$ cat config.mk
export PLATFORM = sky130hd
export DESIGN_NAME = led_indicator_mc
export DESIGN_NICKNAME = d
export VERILOG_FILES = /design/src/rtl/led_indicator_mc_pkg.sv /design/src/rtl/led_chan_fsm.sv /design/src/rtl/led_indicator_mc.sv
export SDC_FILE = /design/constraint.sdc
export NUM_CORES = 1
export LEC_CHECK = 0
export ABC_AREA = 1
export BUFFER_PORTS_ARGS = -buffer_cell sky130_fd_sc_hd__buf_2
export CAP_MARGIN = 20
export CORE_UTILIZATION = 55
export DETAILED_ROUTE_END_ITERATION = 10
export MAX_ROUTING_LAYER = met4
export PLACE_DENSITY = 0.71
export SLEW_MARGIN = 0
export SYNTH_ARGS = -nofsm -noshare
export SYNTH_HDL_FRONTEND = slang
export SYNTH_SLANG_ARGS = --single-unit
$ cat constraint.sdc
create_clock -name iClk -period 8.5 [get_ports iClk]
set_input_delay 1.275 -clock iClk [delete_from_list [all_inputs] [get_ports iClk]]
set_output_delay 1.275 -clock iClk [all_outputs]
set_load 0.02 [all_outputs]
$ cat src/rtl/led_indicator_mc_pkg.sv
// Shared definitions for the multi-channel LED indicator: mode encoding,
// channel FSM states and reset-time defaults.
package led_indicator_mc_pkg;

    localparam logic [1:0] MODE_OFF   = 2'd0;
    localparam logic [1:0] MODE_ON    = 2'd1;
    localparam logic [1:0] MODE_BLINK = 2'd2;
    localparam logic [1:0] MODE_BURST = 2'd3;

    localparam logic [3:0] DEF_BURST = 4'd0;

    typedef enum logic [1:0] {
        IDLE,
        ON_PH,
        OFF_PH,
        GAP
    } chanState_t;

    // Reset on/off time is half a second, gap is one second, in ticks.
    function automatic int unsigned defOnTicks(input int unsigned tickHz);
        return tickHz / 2;
    endfunction

    function automatic int unsigned defGapTicks(input int unsigned tickHz);
        return tickHz;
    endfunction

endpackage

$ cat src/rtl/led_chan_fsm.sv
// One LED channel: latched config, phase FSM with tick and pulse counters,
// and a registered polarity-adjusted LED output.
module led_chan_fsm
    import led_indicator_mc_pkg::*;
#(
    parameter int unsigned TW      = 16,
    parameter logic        POL     = 1'b0,
    parameter int unsigned DEF_ON  = 500,
    parameter int unsigned DEF_GAP = 1000
) (
    input  logic          iClk,
    input  logic          iRst_N,
    input  logic          iTick,
    input  logic          iWr,
    input  logic          iSync,
    input  logic [1:0]    iMode,
    input  logic [TW-1:0] iOn,
    input  logic [TW-1:0] iOff,
    input  logic [TW-1:0] iGap,
    input  logic [3:0]    iBurst,
    output logic          oLed
);

    logic [1:0]    modeQ, modeD;
    logic [TW-1:0] onQ, onD, offQ, offD, gapQ, gapD;
    logic [3:0]    burstQ, burstD;
    chanState_t    stateQ, stateD;
    logic [TW-1:0] tickCntQ, tickCntD;
    logic [3:0]    pulseQ, pulseD;
    logic          ledQ, ledD;

    logic [TW-1:0] phaseField, phaseLen;
    logic          phaseDone;

    always_comb begin
        unique case (stateQ)
            ON_PH:   phaseField = onQ;
            OFF_PH:  phaseField = offQ;
            GAP:     phaseField = gapQ;
            default: phaseField = TW'(1);
        endcase
    end

    // A zero-length field still lasts one tick.
    assign phaseLen  = (phaseField == '0) ? TW'(1) : phaseField;
    assign phaseDone = (tickCntQ >= phaseLen - TW'(1));

    always_comb begin
        modeD    = modeQ;
        onD      = onQ;
        offD     = offQ;
        gapD     = gapQ;
        burstD   = burstQ;
        stateD   = stateQ;
        tickCntD = tickCntQ;
        pulseD   = pulseQ;
        if (iWr) begin
            modeD  = iMode;
            onD    = iOn;
            offD   = iOff;
            gapD   = iGap;
            burstD = iBurst;
        end
        // Restart takes priority over a coincident tick.
        if (iWr || iSync) begin
            stateD   = (modeD == MODE_BLINK || modeD == MODE_BURST) ? ON_PH : IDLE;
            tickCntD = '0;
            pulseD   = '0;
        end else if (modeQ == MODE_OFF || modeQ == MODE_ON) begin
            stateD   = IDLE;
            tickCntD = '0;
            pulseD   = '0;
        end else if (iTick) begin
            if (!phaseDone) begin
                tickCntD = tickCntQ + TW'(1);
            end else begin
                tickCntD = '0;
                unique case (stateQ)
                    ON_PH: stateD = OFF_PH;
                    OFF_PH: begin
                        if (modeQ == MODE_BURST && burstQ != 4'd0) begin
                            if (pulseQ >= burstQ - 4'd1) begin
                                stateD = GAP;
                                pulseD = '0;
                            end else begin
                                stateD = ON_PH;
                                pulseD = pulseQ + 4'd1;
                            end
                        end else begin
                            stateD = ON_PH;
                        end
                    end
                    default: stateD = ON_PH;
                endcase
            end
        end
        ledD = ((stateD == ON_PH) || (modeD == MODE_ON)) ^ POL;
    end

    always_ff @(posedge iClk or negedge iRst_N) begin
        if (!iRst_N) begin
            modeQ    <= MODE_BLINK;
            onQ      <= TW'(DEF_ON);
            offQ     <= TW'(DEF_ON);
            gapQ     <= TW'(DEF_GAP);
            burstQ   <= DEF_BURST;
            stateQ   <= ON_PH;
            tickCntQ <= '0;
            pulseQ   <= '0;
            ledQ     <= POL;
        end else begin
            modeQ    <= modeD;
            onQ      <= onD;
            offQ     <= offD;
            gapQ     <= gapD;
            burstQ   <= burstD;
            stateQ   <= stateD;
            tickCntQ <= tickCntD;
            pulseQ   <= pulseD;
            ledQ     <= ledD;
        end
    end

    assign oLed = ledQ;

endmodule

$ cat src/rtl/led_indicator_mc.sv
// Multi-channel LED indicator: shared tick prescaler, IO-mux toggle and
// NUM_CH independent blink/burst channels.
module led_indicator_mc
    import led_indicator_mc_pkg::*;
#(
    parameter int unsigned        NUM_CH  = 2,
    parameter int unsigned        CLK_HZ  = 100_000_000,
    parameter int unsigned        TICK_HZ = 1000,
    parameter int unsigned        TW      = 16,
    parameter logic [NUM_CH-1:0]  LED_POL = '0,
    localparam int unsigned       CH_W    = (NUM_CH > 1) ? $clog2(NUM_CH) : 1
) (
    input  logic              iClk,
    input  logic              iRst_N,
    input  logic              iCfgWr,
    input  logic [CH_W-1:0]   iCfgCh,
    input  logic [1:0]        iCfgMode,
    input  logic [TW-1:0]     iCfgOn,
    input  logic [TW-1:0]     iCfgOff,
    input  logic [TW-1:0]     iCfgGap,
    input  logic [3:0]        iCfgBurst,
    input  logic              iSync,
    output logic [NUM_CH-1:0] oLED,
    output logic              oIOMux,
    output logic              oTick
);

    localparam int unsigned DIV = CLK_HZ / TICK_HZ;
    localparam int unsigned PW  = (DIV > 1) ? $clog2(DIV) : 1;

    logic [PW-1:0] prescQ, prescD;
    logic          tick;
    logic          ioMuxQ;

    assign tick = (prescQ == PW'(DIV - 1));

    always_comb begin
        prescD = prescQ + PW'(1);
        if (iSync || tick) begin
            prescD = '0;
        end
    end

    always_ff @(posedge iClk or negedge iRst_N) begin
        if (!iRst_N) begin
            prescQ <= '0;
            ioMuxQ <= 1'b0;
        end else begin
            prescQ <= prescD;
            ioMuxQ <= ~ioMuxQ;
        end
    end

    assign oTick  = tick;
    assign oIOMux = ioMuxQ;

    // Out-of-range channel numbers match no instance, so the write is dropped.
    for (genvar i = 0; i < NUM_CH; i++) begin : gCh
        led_chan_fsm #(
            .TW      (TW),
            .POL     (LED_POL[i]),
            .DEF_ON  (defOnTicks(TICK_HZ)),
            .DEF_GAP (defGapTicks(TICK_HZ))
        ) uChan (
            .iClk   (iClk),
            .iRst_N (iRst_N),
            .iTick  (tick),
            .iWr    (iCfgWr && (iCfgCh == CH_W'(i))),
            .iSync  (iSync),
            .iMode  (iCfgMode),
            .iOn    (iCfgOn),
            .iOff   (iCfgOff),
            .iGap   (iCfgGap),
            .iBurst (iCfgBurst),
            .oLed   (oLED[i])
        );
    end

endmodule
# [Word-level counts from Yosys, hierarchy flattened]
# Cells that the tools add are included.
[op_classes] addsub=9 multipliers=0 div=0 order_cmp=4 eq_ne=19 shifts=0 n_mux=45 bitwise_logic=2 reduce_logical=29
[ops] operator="16-bit two-way mux" count=10
[ops] operator="16-bit case mux with 3 select lines" count=2
[ops] operator="4-bit two-way mux" count=14
[ops] operator="16-bit by 1-bit adder with 16-bit output (second input constant)" count=2
[ops] operator="16-bit greater-or-equal comparator" count=2
[ops] operator="16-bit zero test" count=2
[ops] operator="16-bit by 1-bit subtractor with 16-bit output (second input constant)" count=2
[ops] operator="2-bit two-way mux" count=14
[ops] operator="3-bit nonzero test" count=8
[ops] operator="2-bit == test (second input constant)" count=10
[ops] operator="17-bit by 1-bit adder with 17-bit output (second input constant)" count=1
[ops] operator="17-bit == test (second input constant)" count=1
[ops] operator="17-bit two-way mux" count=1
[ops] operator="2-bit by 1-bit == test with 1-bit output (second input constant)" count=8
[ops] operator="1-bit logical OR" count=9
[ops] operator="4-bit by 1-bit adder with 4-bit output (second input constant)" count=2
[ops] operator="4-bit greater-or-equal comparator" count=2
[ops] operator="2-bit case mux with 2 select lines" count=2
[ops] operator="4-bit AND reduction" count=2
[ops] operator="4-bit nonzero test" count=2
[ops] operator="4-bit by 1-bit subtractor with 4-bit output (second input constant)" count=2
[ops] operator="1-bit logical AND" count=4
[ops] operator="2-bit zero test" count=2
[ops] operator="1-bit two-way mux" count=2
[ops] operator="1-bit inverter" count=2
[totals] reg_bits=172 latchBits=0 ram_bits=0 rom_bits=0 in_bits=59 out_inout_bits=4 elab_cells=128 memories=0

# [Longest topological paths before layout]
[depth] depth_word=12 mapped_depth=30 ltp_nobuf=28

# [Cells and area by module]
# A second synthesis with hierarchy kept.
[unflattened] hier_cells=1357 area_unflattened_um2=10376.2
[by_module_without_submodules] mod="led_chan_fsm at gCh[1].uChan" n_inst=1 cells_each=602 area_each_um2=4677.0 seq_area_each_um2=1951.9
[by_module_without_submodules] mod="led_chan_fsm at gCh[0].uChan" n_inst=1 cells_each=620 area_each_um2=4669.5 seq_area_each_um2=1951.9
[by_module_without_submodules] mod="led_indicator_mc" n_inst=1 cells_each=135 area_each_um2=1029.7 seq_area_each_um2=450.4

# [Worst setup path before layout]
# No wires, ideal clock.
[synth_timing] kind="flip-flop to flip-flop" start="reg gCh[0].uChan.stateQ[0]" end="reg gCh[0].uChan.pulseQ[0]" setup_time_ps=76 arrival_ps=3560 required_time_ps=8424 path_slack_ps=4863 stages_incl_launch_ff=27 n_path_buf=1 period_less_slack_ps=3637 path_cell_list="dfstp_2 -> inv_1 -> ha_1 -> inv_2 -> buf_2 -> nand2_1 -> nand2_1 -> nor2_1 -> nand2_1 -> nor2_2 -> nor2_2 -> ha_1 -> nand3_1 -> nor2_2 -> nand4_2 -> nor3_2 -> xor2_1 -> ha_1 -> nand2_1 -> o21ai_0 -> nor2_1 -> nand2_1 -> nor2_1 -> inv_1 -> nand2_2 -> nand2_1 -> o21ai_1"
[synth_between] elab_chain_cells=8 elab_cells_between_ends=11 classes_between="add/sub: 1; order compare: 1; eq/ne: 3; mux: 2; reduce/logical: 4"
[synth_lines] item="from (decl)" line_no="led_chan_fsm.sv:27" rtl="chanState_t stateQ, stateD;"
[synth_lines] item="from (signal assigned)" line_no="led_chan_fsm.sv:117" rtl="stateQ <= stateD;"
[synth_lines] item="2-bit == test, or another cell as far along" line_no="led_chan_fsm.sv:36" rtl="unique case (stateQ)"
[synth_lines] item="16-bit case mux with 3 select lines" line_no="led_chan_fsm.sv:36"
[synth_lines] item="16-bit zero test" line_no="led_chan_fsm.sv:45" rtl="assign phaseLen = (phaseField == '0) ? TW'(1) : phaseField;"
[synth_lines] item="16-bit two-way mux" line_no="led_chan_fsm.sv:45"
[synth_lines] item="16-bit by 1-bit subtractor with 16-bit output" line_no="led_chan_fsm.sv:46" rtl="assign phaseDone = (tickCntQ >= phaseLen - TW'(1));"
[synth_lines] item="16-bit greater-or-equal comparator" line_no="led_chan_fsm.sv:46"
[synth_lines] item="3-bit nonzero test (no line)"
[synth_lines] item="4-bit AND reduction (no line) (*)"
[synth_lines] item="to (signal assigned)" line_no="led_chan_fsm.sv:119" rtl="pulseQ <= pulseD;"
[synth_lines] item="to (decl)" line_no="led_chan_fsm.sv:29" rtl="logic [3:0] pulseQ, pulseD;"
# Every way passes the cells marked *; elsewhere a longest branch is shown, timed or not.
# A chain may end at the register's enable or synchronous reset.

# [Worst setup path in the final report]
# Ends and elaborated chain as after synthesis.

==> results.toml <==
[outcome]
status = "completed"

[power_and_ir_drop]
power_mw = 2.13
p_leak_nw = 5.59
power.density_nw_per_um2 = 192
ir_worst_vdd_v = 0.000149

[sta]
rsz0062_at_grt = "false"
hold_viol_final = 0
setup_ws_ns = 3.81
finClkSkew_ns = 0.0143
whs_ns = 0.413
worstMarginPinSlew_ns = 0.981
setup_violations = 0
layout_min_cycle_time_ns = 4.69
max_freq_mhz = 213
relSlewSlack = 0.346
fin_crit_sh = 0.551
report.final.slew_viol_count = 0
fin_tns_setup_ns = 0

[clock_network]
clock_path_buffers = 2
cts_tree = "yes"
cts_sinks = 172
clk_pin_slew_worst_paths_ns = 0.08
cts_setup_buffers = 0
cts-htree-levels = 4
post_cts_resized = 0
cts_buffers = 17
ctsHoldBuffers = 0
clock_latency_ns = 0.44
cts_root_buf = "clkbuf_16"

[worst_hold_path]
hp-start = "oIOMux"
hp-class = "reg2reg"
min_path_cells = 1
holdPathEnd = "oIOMux"

[grt]
antenna_found_initial = 0
grtUsageTotal = 0.283
grt_pass1_vias = 7902
grt_max_degree = 109
grt_pass1_wl_mm = 39.7
grt_overflow_total = 0

[finish]
regArea_um2 = 4350
multi_input_area_um2 = 4920
area.growth.synth_to_final_pct = 10.1
fillers = 1656
diodes = 0
fin_nets = 1473
layout-drive-gt1-share = 0.130

[setup_path]
r2r_start = "gCh[0].uChan.stateQ[0]"
rrSetupSlack_ns = 3.81
r2r-end = "gCh[0].uChan.pulseQ[0]"
reg2regPathDepth = 25
crit_path_max_fanout = 18
required_ns = 8.85
path_class = "reg2reg"
crit_path_end_kind = "register"
critPathLaunchType = "register"
cp.arrival_ns = 5.04

[detailed_routing]
ant_nets = 0
drtIter0Drc = 596
via_per_inst = 5.32
drc = 0
routed_wl_mm = 24.1
dr.pass1.iters = 5
wire_per_inst_um = 15.1
vias = 8503

[synthesis]
ys_types = 41
syn_inst = 1314
synthesis.nets = 1430
avgSynthCellArea_um2 = 7.68
ys_warn_count = 0
netlist_area_um2 = 10100
synth-seq-cells = 172
seq_area_frac_synth = 0.432

[placed_design]
dp_hpwl_mm = 17.7
portBuffers = 62
place_congestion = 0.920
pre_cts_slack_ns = 3.73

[floorplan]
core_area_um2 = 18000
core.rowCount = 49
start_util = 0.562
die_w_um = 137
io_pins = 63
dieArea_um2 = 18900
die_y_um = 137

[flow_run]
drv_cap = 0
[how the worst max path moves through the flow]
stage	start	endpoint	slack, ns	cells after the start
2_1_floorplan	gCh[0].uChan.stateQ[0]	gCh[0].uChan.pulseQ[0]	4.86	26
3_3_place_gp	gCh[0].uChan.stateQ[0]	gCh[0].uChan.pulseQ[3]	3.83	25
3_5_place_dp	gCh[0].uChan.stateQ[0]	gCh[0].uChan.pulseQ[1]	3.73	25
4_1_cts	gCh[0].uChan.stateQ[0]	gCh[0].uChan.pulseQ[0]	3.73	25
5_1_grt	gCh[0].uChan.stateQ[0]	gCh[0].uChan.pulseQ[3]	3.32	25
6_report	gCh[0].uChan.stateQ[0]	gCh[0].uChan.pulseQ[0]	3.81	25
[stage by stage]
stage,cells,instance area [um2],util
2_1_floorplan,1314,10100,-
3_3_place_gp,1567,10500,0.584
3_5_place_dp,1567,10500,0.584
4_1_cts,1599,11100,0.619
5_1_grt,1599,11100,0.619
6_report,1599,11100,0.619
[placed cells by master (no fill, tap or decap), types with 4 or more instances in the layout]
| cell type | instances |
|---|---|
| a21oi_1 | 39 |
| a31oi_1 | 6 |
| buf_2 | 61 |
| clkbuf_16 | 17 |
| dfrtp_1 | 132 |
| dfstp_2 | 40 |
| ha_1 | 57 |
| inv_1 | 149 |
| inv_2 | 6 |
| inv_8 | 4 |
| nand2_1 | 400 |
| nand2_2 | 11 |
| nand3_1 | 76 |
| nand4_1 | 22 |
| nor2_1 | 95 |
| nor2_2 | 7 |
| nor2_4 | 5 |
| nor3_1 | 18 |
| nor3_2 | 4 |
| nor4_1 | 5 |
| o21a_1 | 6 |
| o21ai_0 | 124 |
| o21ai_1 | 9 |
| xnor2_1 | 7 |
| xor2_1 | 36 |
[power breakdown]
part           switching, mW  internal (mW)
Sequential            0.0522          0.906
Clock                  0.375          0.451
Combinational          0.227          0.121
[layout make-up]
class	instances	share of cell area
Multi-Input combinational cell	946	0.443
Timing Repair Buffer	65	0.0305
Clock inverter	15	0.0180
Tap cell	229	0.0258
Inverter	155	0.0524
Clock buffer	17	0.0383
Sequential cell	172	0.392
[cell usage after synthesis, drive strengths merged]
master,instances,share of area
nand2,412,0.16
inv,154,0.057
o21ai,133,0.066
dfrtp,132,0.33
nor2,107,0.045
nand3,77,0.039
ha,57,0.071
dfstp,40,0.10
a21oi,39,0.019
xor2,36,0.031
nand4,25,0.017
nor3,23,0.015
clkbuf,21,0.0078
buf,20,0.015
xnor2,7,0.0061
a31oi,6,0.0037
o21a,6,0.0045
nor4,5,0.0031
a211oi,3,0.0022
nor3b,3,0.0027
o21bai,2,0.0015
or2,2,0.0012
and3,1,0.00062
clkinv,1,0.00037
mux2,1,0.0011
o22ai,1,0.00062
[per-layer routing]
| layer | GRT usage | wire [um] |
|---|---|---|
| met1 | 0.384 | 11400 |
| met2 | 0.437 | 11400 |
| met3 | 0.0548 | 932 |
| met4 | 0.0659 | 302 |
| met5 | - | 0 |
[worst max-delay path: stages, from the launching register on]
cell and delay, ns:
dfstp_2 0.55, ha_1 0.68, nand2_1 0.11, nand3_1 0.18
nand2_1 0.15, nand2_1 0.13, nor2_1 0.05, nand3_1 0.07
nor2_2 0.06, nor2_2 0.19, ha_1 0.22, nand3_1 0.13
nor2_2 0.18, nand4_2 0.15, nor3_2 0.15, xor2_1 0.17
ha_1 0.26, nand4_1 0.12, a21oi_1 0.05, nor2_1 0.09
nand2_1 0.13, nor2_1 0.37, inv_1 0.10, nand2_2 0.15
nand2_1 0.06, o21ai_1 0.08
[state kept, by name, summed over array words and instances, names as in the netlist]
signal,cells
gCh.uChan.gapQ,32
gCh.uChan.offQ,32
gCh.uChan.onQ,32
gCh.uChan.tickCntQ,32
prescQ,17
gCh.uChan.burstQ,8
gCh.uChan.pulseQ,8
gCh.uChan.modeQ,4
gCh.uChan.stateQ,4
gCh.uChan.oLed,2
oIOMux,1
[logic make-up (layout without fill, tap and decap cells)]
kind of cell / after synthesis / after routing / share of synthesized area
mux: 1 / 1 / 0.00112
xor+xnor: 43 / 43 / 0.0373
flops: 172 / 172 / 0.432
simple gates: 655 / 655 / 0.281
compound gates: 190 / 190 / 0.0979
fa+ha+maj: 57 / 57 / 0.0707
buf+inv: 196 / 252 / 0.0804
Power figures use the tool's default switching activity.
